[src/rtl/pipe_seq_ctrl.sv]
// Pipeline sequencer: steers PC/IR enables, flushes and stalls for jumps, loads and halt.
// Optional stall counter is built when PIPE_SEQ_STALL_CNT_EN is defined.
module pipe_seq_ctrl (
   input  logic        clk,
   input  logic        reset,
   input  logic [23:0] ins,
   input  logic        ext_hold,
   output logic        pc_en,
   output logic        ir_load,
   output logic        flush,
   output logic        stall,
   output logic        halted,
   output logic [15:0] stall_cnt
);

   typedef enum logic [2:0] {
      RUN  = 3'd0,
      JMP1 = 3'd1,
      JMP2 = 3'd2,
      LDW  = 3'd3,
      HALT = 3'd4
   } state_t;

   state_t     state_q, state_d;
   logic       ld_seen_q, ld_seen_d;
   logic [3:0] opcode;
   logic       holdActive;

   assign opcode     = ins[23:20];
   assign holdActive = ext_hold && (state_q != HALT);

   always_comb begin
      state_d   = state_q;
      ld_seen_d = ld_seen_q;
      if (!holdActive) begin
         // ld_seen lives exactly one cycle: the RUN cycle right after a load wait
         ld_seen_d = (state_q == LDW);
         unique case (state_q)
            RUN: begin
               if (opcode == 4'hA)
                  state_d = JMP1;
               else if (opcode == 4'hF)
                  state_d = HALT;
               else if (opcode == 4'h8 && ins[19] && !ld_seen_q)
                  state_d = LDW;
               else
                  state_d = RUN;
            end
            JMP1:    state_d = JMP2;
            JMP2:    state_d = RUN;
            LDW:     state_d = RUN;
            HALT:    state_d = HALT;
            default: state_d = RUN;
         endcase
      end
   end

   always_ff @(posedge clk or posedge reset) begin
      if (reset) begin
         state_q   <= RUN;
         ld_seen_q <= 1'b0;
      end else begin
         state_q   <= state_d;
         ld_seen_q <= ld_seen_d;
      end
   end

   always_comb begin
      pc_en   = 1'b1;
      ir_load = 1'b1;
      flush   = 1'b0;
      stall   = 1'b0;
      halted  = 1'b0;
      unique case (state_q)
         RUN: ;
         JMP1, JMP2: begin
            flush = 1'b1;
            stall = 1'b1;
         end
         LDW: begin
            pc_en   = 1'b0;
            ir_load = 1'b0;
            stall   = 1'b1;
         end
         HALT: begin
            pc_en   = 1'b0;
            ir_load = 1'b0;
            stall   = 1'b1;
            halted  = 1'b1;
         end
         default: ;
      endcase
      // A held pipeline freezes fetch but leaves any pending flush visible
      if (holdActive) begin
         pc_en   = 1'b0;
         ir_load = 1'b0;
         stall   = 1'b1;
      end
   end

`ifdef PIPE_SEQ_STALL_CNT_EN
   logic [15:0] stall_cnt_q;

   always_ff @(posedge clk or posedge reset) begin
      if (reset)
         stall_cnt_q <= 16'h0000;
      else if (stall && (stall_cnt_q != 16'hFFFF))
         stall_cnt_q <= stall_cnt_q + 16'd1;
   end

   assign stall_cnt = stall_cnt_q;
`else
   assign stall_cnt = 16'h0000;
`endif

   logic unusedInsBits;
   assign unusedInsBits = ^ins[18:0];

endmodule

[config.mk]
export PLATFORM = sky130hd
export DESIGN_NAME = pipe_seq_ctrl
export DESIGN_NICKNAME = d
export VERILOG_FILES = /design/src/rtl/pipe_seq_ctrl.sv
export SDC_FILE = /design/constraint.sdc
export NUM_CORES = 1
export LEC_CHECK = 0
export CELL_PAD_IN_SITES_DETAIL_PLACEMENT = 1
export CELL_PAD_IN_SITES_GLOBAL_PLACEMENT = 1
export CORE_UTILIZATION = 17
export DETAILED_ROUTE_END_ITERATION = 10
export GPL_TIMING_DRIVEN = 0
export PLACE_DENSITY_LB_ADDON = 0.25
export RECOVER_POWER = 50
export SYNTH_ARGS = -nofsm -noshare
export SYNTH_HDL_FRONTEND = slang
export SYNTH_SLANG_ARGS = --single-unit
export TNS_END_PERCENT = 20
[constraint.sdc]
create_clock -name clk -period 2.1 [get_ports clk]
set_clock_uncertainty 0.1 [all_clocks]
set_input_delay 0.42 -clock clk [delete_from_list [all_inputs] [get_ports clk]]
set_output_delay 0.42 -clock clk [all_outputs]
set_load 0.1 [all_outputs]
==> metrics.txt, run 1 <==
status=complete, no violations; hold crit path type=input port to asynchronous set/reset pin; R2R setup slack=880 ps; VDD IR max=0.3302 mV; # diodes=0; worst setup path end=pc_en; CTS H-tree lvls=1; CP max FO=7; CTS Buf Count=3; Non-Filler Instances=106; post-synthesis cell area=407.9 um^2; ys async rst share=1.000; Post-synth top cells=buf_4 (18), dfrtp_1 (4), nand2_1 (3), nor2_1 (3); vias in the first global route=323; clk slew on worst S/H paths=40 ps; Placed Area=638.1 um^2; Final GP Congestion=0.6519; synthesized area per cell=8.498 um^2; final slew viol count=0; Clock Root Buffer=clkbuf_4; Final Hold Fails=0; WL/cell=8.075 um; starting DRC count in detailed routing=4; IO Count=48; DRC Markers=0; RSZ-0062 raised after global routing=yes; CTS tree=yes; die height=50.99 um; initial antenna violation count=0; worst r2r dst=state_q[1]; Worst setup EP type=output port; detailed placer's ending HPWL=702.5 um; Filler Cells Inserted=287; first-pass GRT wire length=1345 um; die area=2599 um^2; DR vias/cell=3.547; Synth top area share=0.3313; Final min period=2051 ps; Sinks on Clock Net=4; EDFF count, synth=0; DP Cell Count=102; worst r2r path cells=3; pwr dens=966.7 nW/um^2; f_max=487.6 MHz; Max Root-Sink Buffers=2; Worst EP required=1580 ps; synth warn=0; Seq/Total Area, Yosys=0.2454; CP Class=flop to output port; Max Cap Viol=0; Leakage=0.3336 nW; initial core utilization=0.1826; largest net degree at the start of global routing=10; reg2reg start=ld_seen_q; Post-Route WL=856 um; Synth Register Bits=4; period utilization=0.9765; Synth Flop Type=dfrtp_1; top-count cell post-synth=buf_4; Final setup viols=0; Worst setup startpoint=state_q[0]; 1st-pass router iterations=2; Skew-Pair Late Insertion Delay=240 ps; top cells by area, synth=buf_4 (33%), dfrtp_1 (25%), a221oi_2 (3.7%); Overflow after GRT=0; layout cells sized above 1=0.4615; Area Overhead vs Synth=60.74%; Port Buffer Count=11; Final #Nets=106; DIE WIDTH=50.99 um; core area=2233 um^2; antenna-violating nets left=0; FP Rows=17; Netlist cell types=22; Mapped Cells=48; GR Util All Layers=0.07511; routed vias=376; Startpoint Class=flop; fin area=655.6 um^2; largest area contributor in the netlist=buf_4; arrival time at the worst endpoint=1530 ps
==> worst max-delay path: stages (launching register included) <==
cell and delay, ps:
dfrtp_2 450, nor2b_4 150, a221oi_4 330, buf_4 180, buf_8 190
==> layer usage <==
metal	wire length [um]	track usage	up-vias
li1	-	-	187
met1	372	0.07843	167
met2	396	0.1096	20
met3	74	0.02679	2
met4	12	0.08333	0
met5	0	0	-
==> worst min path at each step <==
| stage | start | endpoint | slack (ps) | depth (start not counted) |
|---|---|---|---|---|
| global route | reset | ld_seen_q | 390 | 2 |
| floorplan | reset | ld_seen_q | 90 | 1 |
| detailed placement | ld_seen_q | ld_seen_q | 480 | 1 |
| CTS | reset | ld_seen_q | 260 | 2 |
| finish | reset | ld_seen_q | 400 | 2 |
| global placement | ld_seen_q | ld_seen_q | 460 | 1 |
==> stage by stage <==
| step | util | total power [mW] | TNS (ps) | hold slack (ps) | worst slack, ps |
|---|---|---|---|---|---|
| 2_1_floorplan | - | 0.4758 | -1418 | 86.01 | -398.8 |
| 3_3_place_gp | 0.2857 | 0.5333 | -2274 | 457.1 | -638.6 |
| 3_5_place_dp | 0.2857 | 0.5351 | -2341 | 482.7 | -649.6 |
| 4_1_cts | 0.2992 | 0.6412 | -317.4 | 259.1 | -179.7 |
| 5_1_grt | 0.2936 | 0.6646 | -10.66 | 391.6 | -10.66 |
| 6_report | 0.2936 | 0.6338 | 0 | 396.6 | 49.34 |
==> cell type report <==
cell class                 count  area, um^2  area share
inverter                       2       7.507     0.01145
buffer                        19       140.1      0.2137
sequential                     4       102.6      0.1565
tap                           28       35.03     0.05344
multi-input combinational     38       244.0      0.3721
clock buffer                   4       26.28     0.04008
timing repair buffer          11       100.1      0.1527
==> power breakdown <==
group	switching, mW	leakage, nW	internal, mW	total (mW)
Clock	0.0331	0.0150	0.0714	0.105
Sequential	0.0264	0.0512	0.0876	0.114
Combinational	0.324	0.267	0.0915	0.415
==> cells by family after synthesis <==
logic type	synth area share
XOR/XNOR	0.02148
other	0.009194
AO/OA/AOI/OAI	0.1779
buffers and inverters	0.3620
AND/OR/NAND/NOR	0.1841
flip-flops	0.2454
==> sequential cells by signal (all words and copies together) (netlist names) <==
signal     flops
state_q        3
ld_seen_q      1
==> cell usage in the layout (no fill, tap or decap), drive strengths merged <==
cell / Yosys / routed
nand4: 1 / 1
a221oi: 1 / 1
nor3b: 1 / 1
dlygate4sd3: 0 / 1
clkbuf: 0 / 4
nand2: 3 / 3
buf: 19 / 24
a22o: 1 / 1
o41ai: 1 / 1
conb: 1 / 16
xnor2: 1 / 1
nor2b: 2 / 2
clkdlybuf4s50: 0 / 5
nand2b: 1 / 1
a32o: 1 / 1
o22a: 1 / 1
inv: 2 / 2
dfrtp: 4 / 4
o2111ai: 1 / 1
a31oi: 1 / 1
nor2: 5 / 5
o21ai: 1 / 1
==> repair_timing <==
action | 4_1_cts | 5_1_grt
resized for setup | 22 | 11
buffers inserted | 0 | 0
hold buffers | 0 | 0
setup endpoints to repair | 5 | 5
Power figures use the tool's default switching activity.
==> run 2, diff against run 1 <==
Settings changed: CORE_ASPECT_RATIO from default to 1.25, TNS_END_PERCENT 20 to default.
==> run 2 against run 1 <==
Setup slack improved by 33 ps; core utilization rose by 0.88 points; total power rose by 1.9%; global-route usage rose by 0.55 points; clock-buffer cell count did not move; register-to-register slack barely moved; sequential power barely moved; final area rose by 3.1%; fmax rose by 1.7%; sequential share of layout area fell by 0.46 points; routed wire length fell by 2.6%; via count fell by 0.80%.
==> metrics.txt, run 2 (same netlist as run 1, synthesis figures left out) <==
status=complete, no violations; Non-Filler Instances=109 (+2.8%); Max Cap Viol=0 (unchanged); Final Hold Fails=0 (unchanged); CTS tree=yes; Worst setup EP type=output port; Largest register FFs=3 (unchanged); hold crit path type=input port to asynchronous set/reset pin; met3 usage=0.01929 (-0.007493); routed vias=373 (-0.80%); Worst EP required=1580 ps (about the same); Final #Nets=106 (unchanged); FP Rows=19 (+2); core area=2235 um^2 (about the same); initial antenna violation count=0 (unchanged); most common cell after layout, fill and taps aside=buf_4; setup total negative slack=0 ps (unchanged); arrival time at the worst endpoint=1500 ps (-30 ps); DR vias/cell=3.422 (-3.5%); starting DRC count in detailed routing=4 (unchanged); Setup Fix Bufs, Post-CTS=0 (unchanged); reg2reg start=ld_seen_q; CTS H-tree lvls=1 (unchanged); worst r2r dst=state_q[1]; Startpoint Class=flop; # diodes=0 (unchanged); antenna-violating nets left=0 (unchanged); grt peak-use layer=met2; clk slew on worst S/H paths=40 ps (about the same); CP Class=flop to output port; WL/cell=7.651 um (-5.3%); Overflow after GRT=0 (unchanged); Skew-Pair Late Insertion Delay=240 ps (about the same); DP Cell Count=105 (+2.9%); Final setup viols=0 (unchanged); Leakage=0.3359 nW (+0.67%); most frequent cells in the layout=buf_4 (19), conb_1 (16), clkdlybuf4s50_1 (5); Port Buffer Count=11 (unchanged); Area Overhead vs Synth=65.64%; CP max FO=7 (unchanged); Final min period=2017 ps (-33.42 ps); 1st-pass router iterations=4 (+2); final hold slack=397.6 ps (+0.9820 ps); largest net degree at the start of global routing=10 (unchanged); Clock Root Buffer=clkbuf_4; DRC Markers=0 (unchanged); f_max=495.7 MHz (+1.7%); layout cells sized above 1=0.4744 (+0.01282); met1 global-route usage=0.07677 (-0.001660); Post-Route WL=834 um (-2.6%); initial core utilization=0.1825 (about the same); Final Util=0.3024 (+0.008795); R2R setup slack=890 ps (about the same); DIE WIDTH=45.81 um (-10%); CTS Buf Count=3 (unchanged); most flop-heavy register=state_q; pwr dens=955.6 nW/um^2 (-1.1%); GRT met2 Usage=0.1265 (+0.01688); RSZ-0062 raised after global routing=yes; die height=56.77 um (+11%); Worst setup startpoint=state_q[0]; final slew viol count=0 (unchanged); vias in the first global route=349 (+8.0%); Final GP Congestion=0.6927 (+6.3%); first-pass GRT wire length=1400 um (+4.1%); worst r2r path cells=3 (unchanged); hold_buf cts=0 (unchanged); top flop regs=state_q (3), ld_seen_q (1); die area=2600 um^2 (about the same); VDD IR max=0.2660 mV (-19%); Max Root-Sink Buffers=2 (unchanged); Sinks on Clock Net=4 (unchanged); period utilization=0.9606 (-0.01592); GR Util All Layers=0.08066 (+0.005547); IO Count=48 (unchanged)
-- run 2: critical path, stage by stage (launching register included) --
cell and delay, ps:
dfrtp_2 450, nor2b_4 150, a221oi_4 310, buf_4 350
-- run 2: cell type report --
cell class | instances | area (um^2)
Timing Repair Buffer | 11 | 110.1
Sequential cell | 4 | 102.6
Multi-Input combinational cell | 38 | 246.5
Fill cell | 300 | 1559
Tap cell | 31 | 38.79
Inverter | 2 | 7.507
Buffer | 19 | 143.9
Clock buffer | 4 | 26.28
-- run 2: how the worst max path moves through the flow --
| stage | slack (ps) | endpoint | cells after the start |
|---|---|---|---|
| 2_1_floorplan | -400 | stall | 3 |
| 3_3_place_gp | -630 | pc_en | 4 |
| 3_5_place_dp | -660 | pc_en | 4 |
| 4_1_cts | -80 | pc_en | 4 |
| 5_1_grt | 0.7 | ir_load | 3 |
| 6_report | 80 | ir_load | 3 |
-- run 2: metal layers --
| layer | vias up | part of all wire |
|---|---|---|
| met5 | - | 0 |
| met4 | 0 | 0.029 |
| met3 | 2 | 0.070 |
| met2 | 17 | 0.54 |
| met1 | 165 | 0.36 |
| li1 | 189 | - |
-- run 2: timing repair --
item                                    in CTS  in global routing
endpoints found under the setup margin       5                  4
gates resized for setup                     26                  6
pin swaps                                    0                  1
endpoints found under the hold margin        0                  0
-- run 2: per-stage QoR --
stage,instance area [um^2],total power [mW],setup WS (ps)
5_1_grt,675.6,0.6771,0.7289
6_report,675.6,0.6456,82.77
3_3_place_gp,644.4,0.5352,-634.7
2_1_floorplan,495.5,0.4782,-398.8
3_5_place_dp,644.4,0.5379,-663.5
4_1_cts,659.4,0.6403,-76.56
-- run 2: power breakdown --
| group | leakage [nW] | switching [mW] | internal [mW] |
|---|---|---|---|
| Combinational | 0.270 | 0.324 | 0.102 |
| Sequential | 0.0512 | 0.0268 | 0.0875 |
| Clock | 0.0150 | 0.0340 | 0.0715 |
==> run 3, diff against run 2 <==
Settings changed: ABC_AREA from default to 1, SLEW_MARGIN from default to 20.
==> run 3 against run 2 <==
Setup slack got worse by 8.6 ps; core utilization up 0.80 points; flip-flop and latch count stayed put; cell count rose by 17%; critical path type is now input port to output port.
==> metrics.txt, run 3 <==
Placed Area=678.2 um^2 (+5.2%); starting DRC count in detailed routing=3 (-1); Final Hold Fails=0 (unchanged); Final setup viols=0 (unchanged); VDD IR max=0.2743 mV (+3.1%); clock network power share=0.161 (-0.002); Synth top area share=0.2991 (-0.03217); final hold slack=410.2 ps (+12.60 ps); top flop regs=state_q (3), ld_seen_q (1); DRC Markers=0 (unchanged); RSZ-0062 raised after global routing=no; DP Cell Count=123 (+17%); Comb power frac=0.673 (+0.013); initial core utilization=0.1870 (+0.004421); top-count cell post-synth=buf_4; WL/cell=7.504 um (-1.9%); f_max=493.6 MHz (-0.42%); 1st-pass router iterations=2 (-2); die area=2715 um^2 (+4.4%); fin area=708.2 um^2 (+4.8%); Netlist cell types=16 (-27%); CP max FO=7 (unchanged); dpl ws=-1120 ps (-456.8 ps); antenna-violating nets left=0 (unchanged); Max Root-Sink Buffers=2 (unchanged); period utilization=0.9647 (+0.004092); setup ws final=74.18 ps (-8.592 ps); GR Util All Layers=0.08323 (+0.002576); net switching power=342.0 uW (-11%); Worst setup EP type=output port; die height=58.01 um (+2.2%); arrival time at the worst endpoint=1510 ps (about the same); layout cells sized above 1=0.3438 (-0.1306); post-synthesis cell area=426.7 um^2 (+4.6%); ys async rst share=1.000 (unchanged); pwr dens=822.0 nW/um^2 (-14%); Internal Power=240.1 uW (-7.9%); Sinks on Clock Net=4 (unchanged); Final GP Congestion=0.7603 (+9.8%); Non-Filler Instances=127 (+17%); status=complete, no violations; final slew viol count=0 (unchanged); Final min period=2026 ps (+8.592 ps); largest area contributor in the netlist=buf_4; routed vias=447 (+20%); vias in the first global route=413 (+18%); sw frac=0.5875 (-0.008762); core area=2282 um^2 (+2.1%); Synth Register Bits=4 (unchanged); DIE WIDTH=46.81 um (+2.2%); Max Cap Viol=0 (unchanged); Post-Route WL=953 um (+14%); CP Class=input port to output port; top cells by area, synth=buf_4 (30%), dfrtp_1 (23%), nand2_1 (11%); hold crit path type=input port to asynchronous set/reset pin; most common cell after layout, fill and taps aside=buf_4; Seq/Total Area, Yosys=0.2346 (-0.01079); Synth Flop Type=dfrtp_1; Power Total=582.1 uW (-9.8%); detailed placer's ending HPWL=813.5 um; Largest register FFs=3 (unchanged); Mapped Cells=65 (+35%); Post-synth top cells=buf_4 (17), nand2_1 (12), inv_1 (8); most flop-heavy register=state_q; Port Buffer Count=12 (+1); Skew-Pair Late Insertion Delay=230 ps (about the same); Startpoint Class=input port; Final Util=0.3103 (+0.007955); EDFF count, synth=0 (unchanged); DR vias/cell=3.520 (+2.9%); synth warn=0 (unchanged); first-pass GRT wire length=1621 um (+16%); setup total negative slack=0 ps (unchanged); largest net degree at the start of global routing=8 (-2); CTS H-tree lvls=1 (unchanged); Filler Cells Inserted=304 (+1.3%); CTS tree=yes; Area Overhead vs Synth=65.98%; Overflow after GRT=0 (unchanged); initial antenna violation count=0 (unchanged); hold_buf cts=0 (unchanged); most frequent cells in the layout=buf_4 (18), conb_1 (16), nand2_1 (11); synthesized area per cell=6.564 um^2 (-23%); FP Rows=19 (unchanged); CTS Buf Count=3 (unchanged); Clock Root Buffer=clkbuf_4; Final #Nets=125 (+18%); Leakage=0.3953 nW (+18%); # diodes=0 (unchanged); clk slew on worst S/H paths=40 ps (about the same); IO Count=48 (unchanged); worst r2r path cells=4 (+1); sequential power share=0.165 (-0.012); Worst EP required=1580 ps (about the same)
-- run 3: cell types whose count changed in the layout (fill, tap and decap cells not counted), moves of 2 or more --
cell     before  now
nor2_4        0    2
dfrtp_2       2    0
nor2_2        3    0
nand2_1       3   11
nand3_1       0    5
dfrtp_1       2    4
a21oi_1       0    2
nor2_1        2    5
inv_1         2    8
nor3_1        0    2
nand2_2       0    2
-- run 3: worst paths after layout --
kind                                  from         end  slack, ps
worst max-delay path              ext_hold       pc_en         70
worst min register to register   ld_seen_q   ld_seen_q        420
min in group clk                 ld_seen_q   ld_seen_q        420
max in group asynchronous            reset  state_q[1]       1340
worst min-delay path                 reset   ld_seen_q        410
worst max register to register  state_q[0]  state_q[1]       1010
-- run 3: cells by family after synthesis --
logic type | share of synthesized area
and+or+nand+nor | 0.3167
buffers and inverters | 0.3871
AOI/OAI and AO/OA | 0.05278
DFF | 0.2346
other | 0.008789
-- run 3: repair_timing --
item / CTS / global route
endpoints found under the hold margin: 0 / 0
endpoints found under the setup margin: 5 / 2
pin swaps: 1 / 0
gates resized for setup: 31 / 3
gates cloned: 0 / 0
setup buffers: 1 / 0
-- run 3: final cells by class --
cell class	instances	area [um^2]	area share
plain buffers	17	140.1	0.1979
clock buffers	3	22.52	0.03180
inverters	10	40.04	0.05654
multi-input cells	49	239.0	0.3375
flip-flops and latches	4	100.1	0.1413
well taps	31	38.79	0.05477
repair buffers	13	127.6	0.1802
-- run 3: worst max-delay path, cell delays in order --
cell and delay, ps:
dlygate4sd2_1 320, inv_1 130, nand2_1 100, nor2_4 200, buf_12 130, buf_6 210
-- run 3: metal layers --
layer	global-route usage	part of all wire
met2	0.1369	0.53
met1	0.09441	0.38
met4	0.06122	0.013
met3	0.009346	0.082
met5	0	0
-- run 3: power by group through the flow --
stage | clock network [mW] | registers [mW] | logic [mW]
after detailed placement | 0 | 0.0971 | 0.387
after floorplan | 0 | 0.0943 | 0.334
final | 0.0940 | 0.0961 | 0.392
after CTS | 0.101 | 0.0962 | 0.392
after global placement | 0 | 0.0969 | 0.385
after global routing | 0.103 | 0.0979 | 0.409
==> RTL edit: new RTL, flow settings as in run 3 <==
Add a define of `PIPE_SEQ_STALL_CNT_EN`.
--- a/src/rtl/pipe_seq_ctrl.sv
+++ b/src/rtl/pipe_seq_ctrl.sv
@@ -2,2 +2,4 @@
 // Optional stall counter is built when PIPE_SEQ_STALL_CNT_EN is defined.
+`define PIPE_SEQ_STALL_CNT_EN
+
 module pipe_seq_ctrl (
Formal check against the unedited RTL: not equivalent (Yosys sat finds a counterexample within 4 cycles, from zero or initial values and one cycle with reset high).
==> RTL edit against run 3 <==
Sequential cell count increased by 16; fmax shrank 1.8%; combinational power up 120%; routed wire length rose to 3.7 times the old value; power rose to 2.9 times the old value; sequential share of layout area increased by 15 points; non-clock buffer count up 1; setup slack got worse by 0.038 ns; first-iteration DRC count rose to 7.0 times the old value; hold slack better by 0.0013 ns; synthesized area rose to 3.0 times the old value; final area increased by 150%; critical path type is now flop to primary output; critical endpoint is now stall_cnt[2].
==> RTL edit: results (changes against run 3) <==
Final layout
The area taken by flip-flops and latches is 513 um2 (was 100 um2). The non-filler instance count after layout is 315 (was 127). The total of clock buffers placed in the layout is 4 (was 3).

The clock-cell share of area is 3.13% (was 3.18%). The count of non-CTS inverters in the layout is 22 (was 10). The multi-input combinational gate total is 146 (was 49). The flip-flop count of the largest register after layout is 16 (was 3).

The number of nets in the layout is 252 (was 125). The area of combinational cells with multiple inputs is 713 um2 (was 239 um2).

Synthesis
Synth top area cells: sky130_fd_sc_hd__dfrtp_1 (38%), sky130_fd_sc_hd__nand2_1 (24%), sky130_fd_sc_hd__nor2_1 (5.8%) (was sky130_fd_sc_hd__buf_4 (30%), sky130_fd_sc_hd__dfrtp_1 (23%), sky130_fd_sc_hd__nand2_1 (11%)). The average instance area after synthesis is 6.81 um2 (was 6.56 um2). The sequential area share after synthesis is 38.5% (was 23.5%). The area share of the largest cell type after synthesis is 38.5% (was 29.9%).

Power
The combinational group power was 0.859 mW (was 0.392 mW). The maximum vdd ir drop was 0.486 mV (was 0.274 mV). The power share of the sequential group was 31.7% (was 16.5%). The static leakage is 0.844 nW (was 0.395 nW).

Global routing
The total global routing track utilization was 9.97% (was 8.32%). The global routing usage on met3 was 1.36% (was 0.935%). The global-route wire length before repair is 6.09 mm (was 1.62 mm). The pin count of the biggest net entering global routing is 21 (was 8).

Drt
The average wire per cell in the routed design came to 11.1 um (was 7.50 um). The met3 wirelength from detailed routing is 81 um (was 78 um). The total number of vias is 1246 (was 447).

Critical path
The reg-to-reg startpoint is stall_cnt[0] (was state_q[0]). The number of cell instances on the worst register-to-register path came to 9 (was 4). The standard cell with the maximum stage delay on the critical path is sky130_fd_sc_hd__clkdlybuf4s15_1 (was sky130_fd_sc_hd__dlygate4sd2_1). The highest fanout seen on the critical path is 6 (was 7). The reg-to-reg setup timing slack came to 0.21 ns (was 1.01 ns). The end of the worst register-to-register path is stall_cnt[0] (was state_q[1]).

CTS
The root cell of the clock tree is sky130_fd_sc_hd__clkbuf_8 (was sky130_fd_sc_hd__clkbuf_4). The clock transition time at the flip-flop clock pins of the worst setup and hold paths is 0.08 ns (was 0.04 ns).

Run status
Status: complete, no violations (unchanged).

Worst hold path
The kind of path behind the tightest hold check is flop to flop (was input port to asynchronous set/reset pin).

Placement
The number of placed instances, taps included is 311 (was 123).
==> RTL edit: through the flow <==
stage	util (%)	worst slack, ns	hold WS, ns
after floorplan	-	0.0138	0.283
after global placement	23.2	-1.01	0.402
after detailed placement	23.2	-1.01	0.399
after CTS	23.8	-0.0169	0.418
after global routing	23.8	0.00119	0.446
final	23.8	0.0365	0.411
==> RTL edit: kinds of logic (layout without fill, tap and decap cells) <==
logic type / count (synthesis) / in the layout / synth area share, %
compound gates: 9 / 9 / 3.95
xor+xnor: 7 / 7 / 4.72
fa+ha+maj: 1 / 1 / 0.962
buf+inv: 25 / 57 / 8.37
flops: 20 / 20 / 38.5
simple gates: 129 / 129 / 43.5
==> RTL edit: what timing repair did <==
action,4_1_cts,5_1_grt
hold endpoints to repair,0,0
setup endpoints to repair,21,13
resized for setup,55,17
pin swaps,0,1
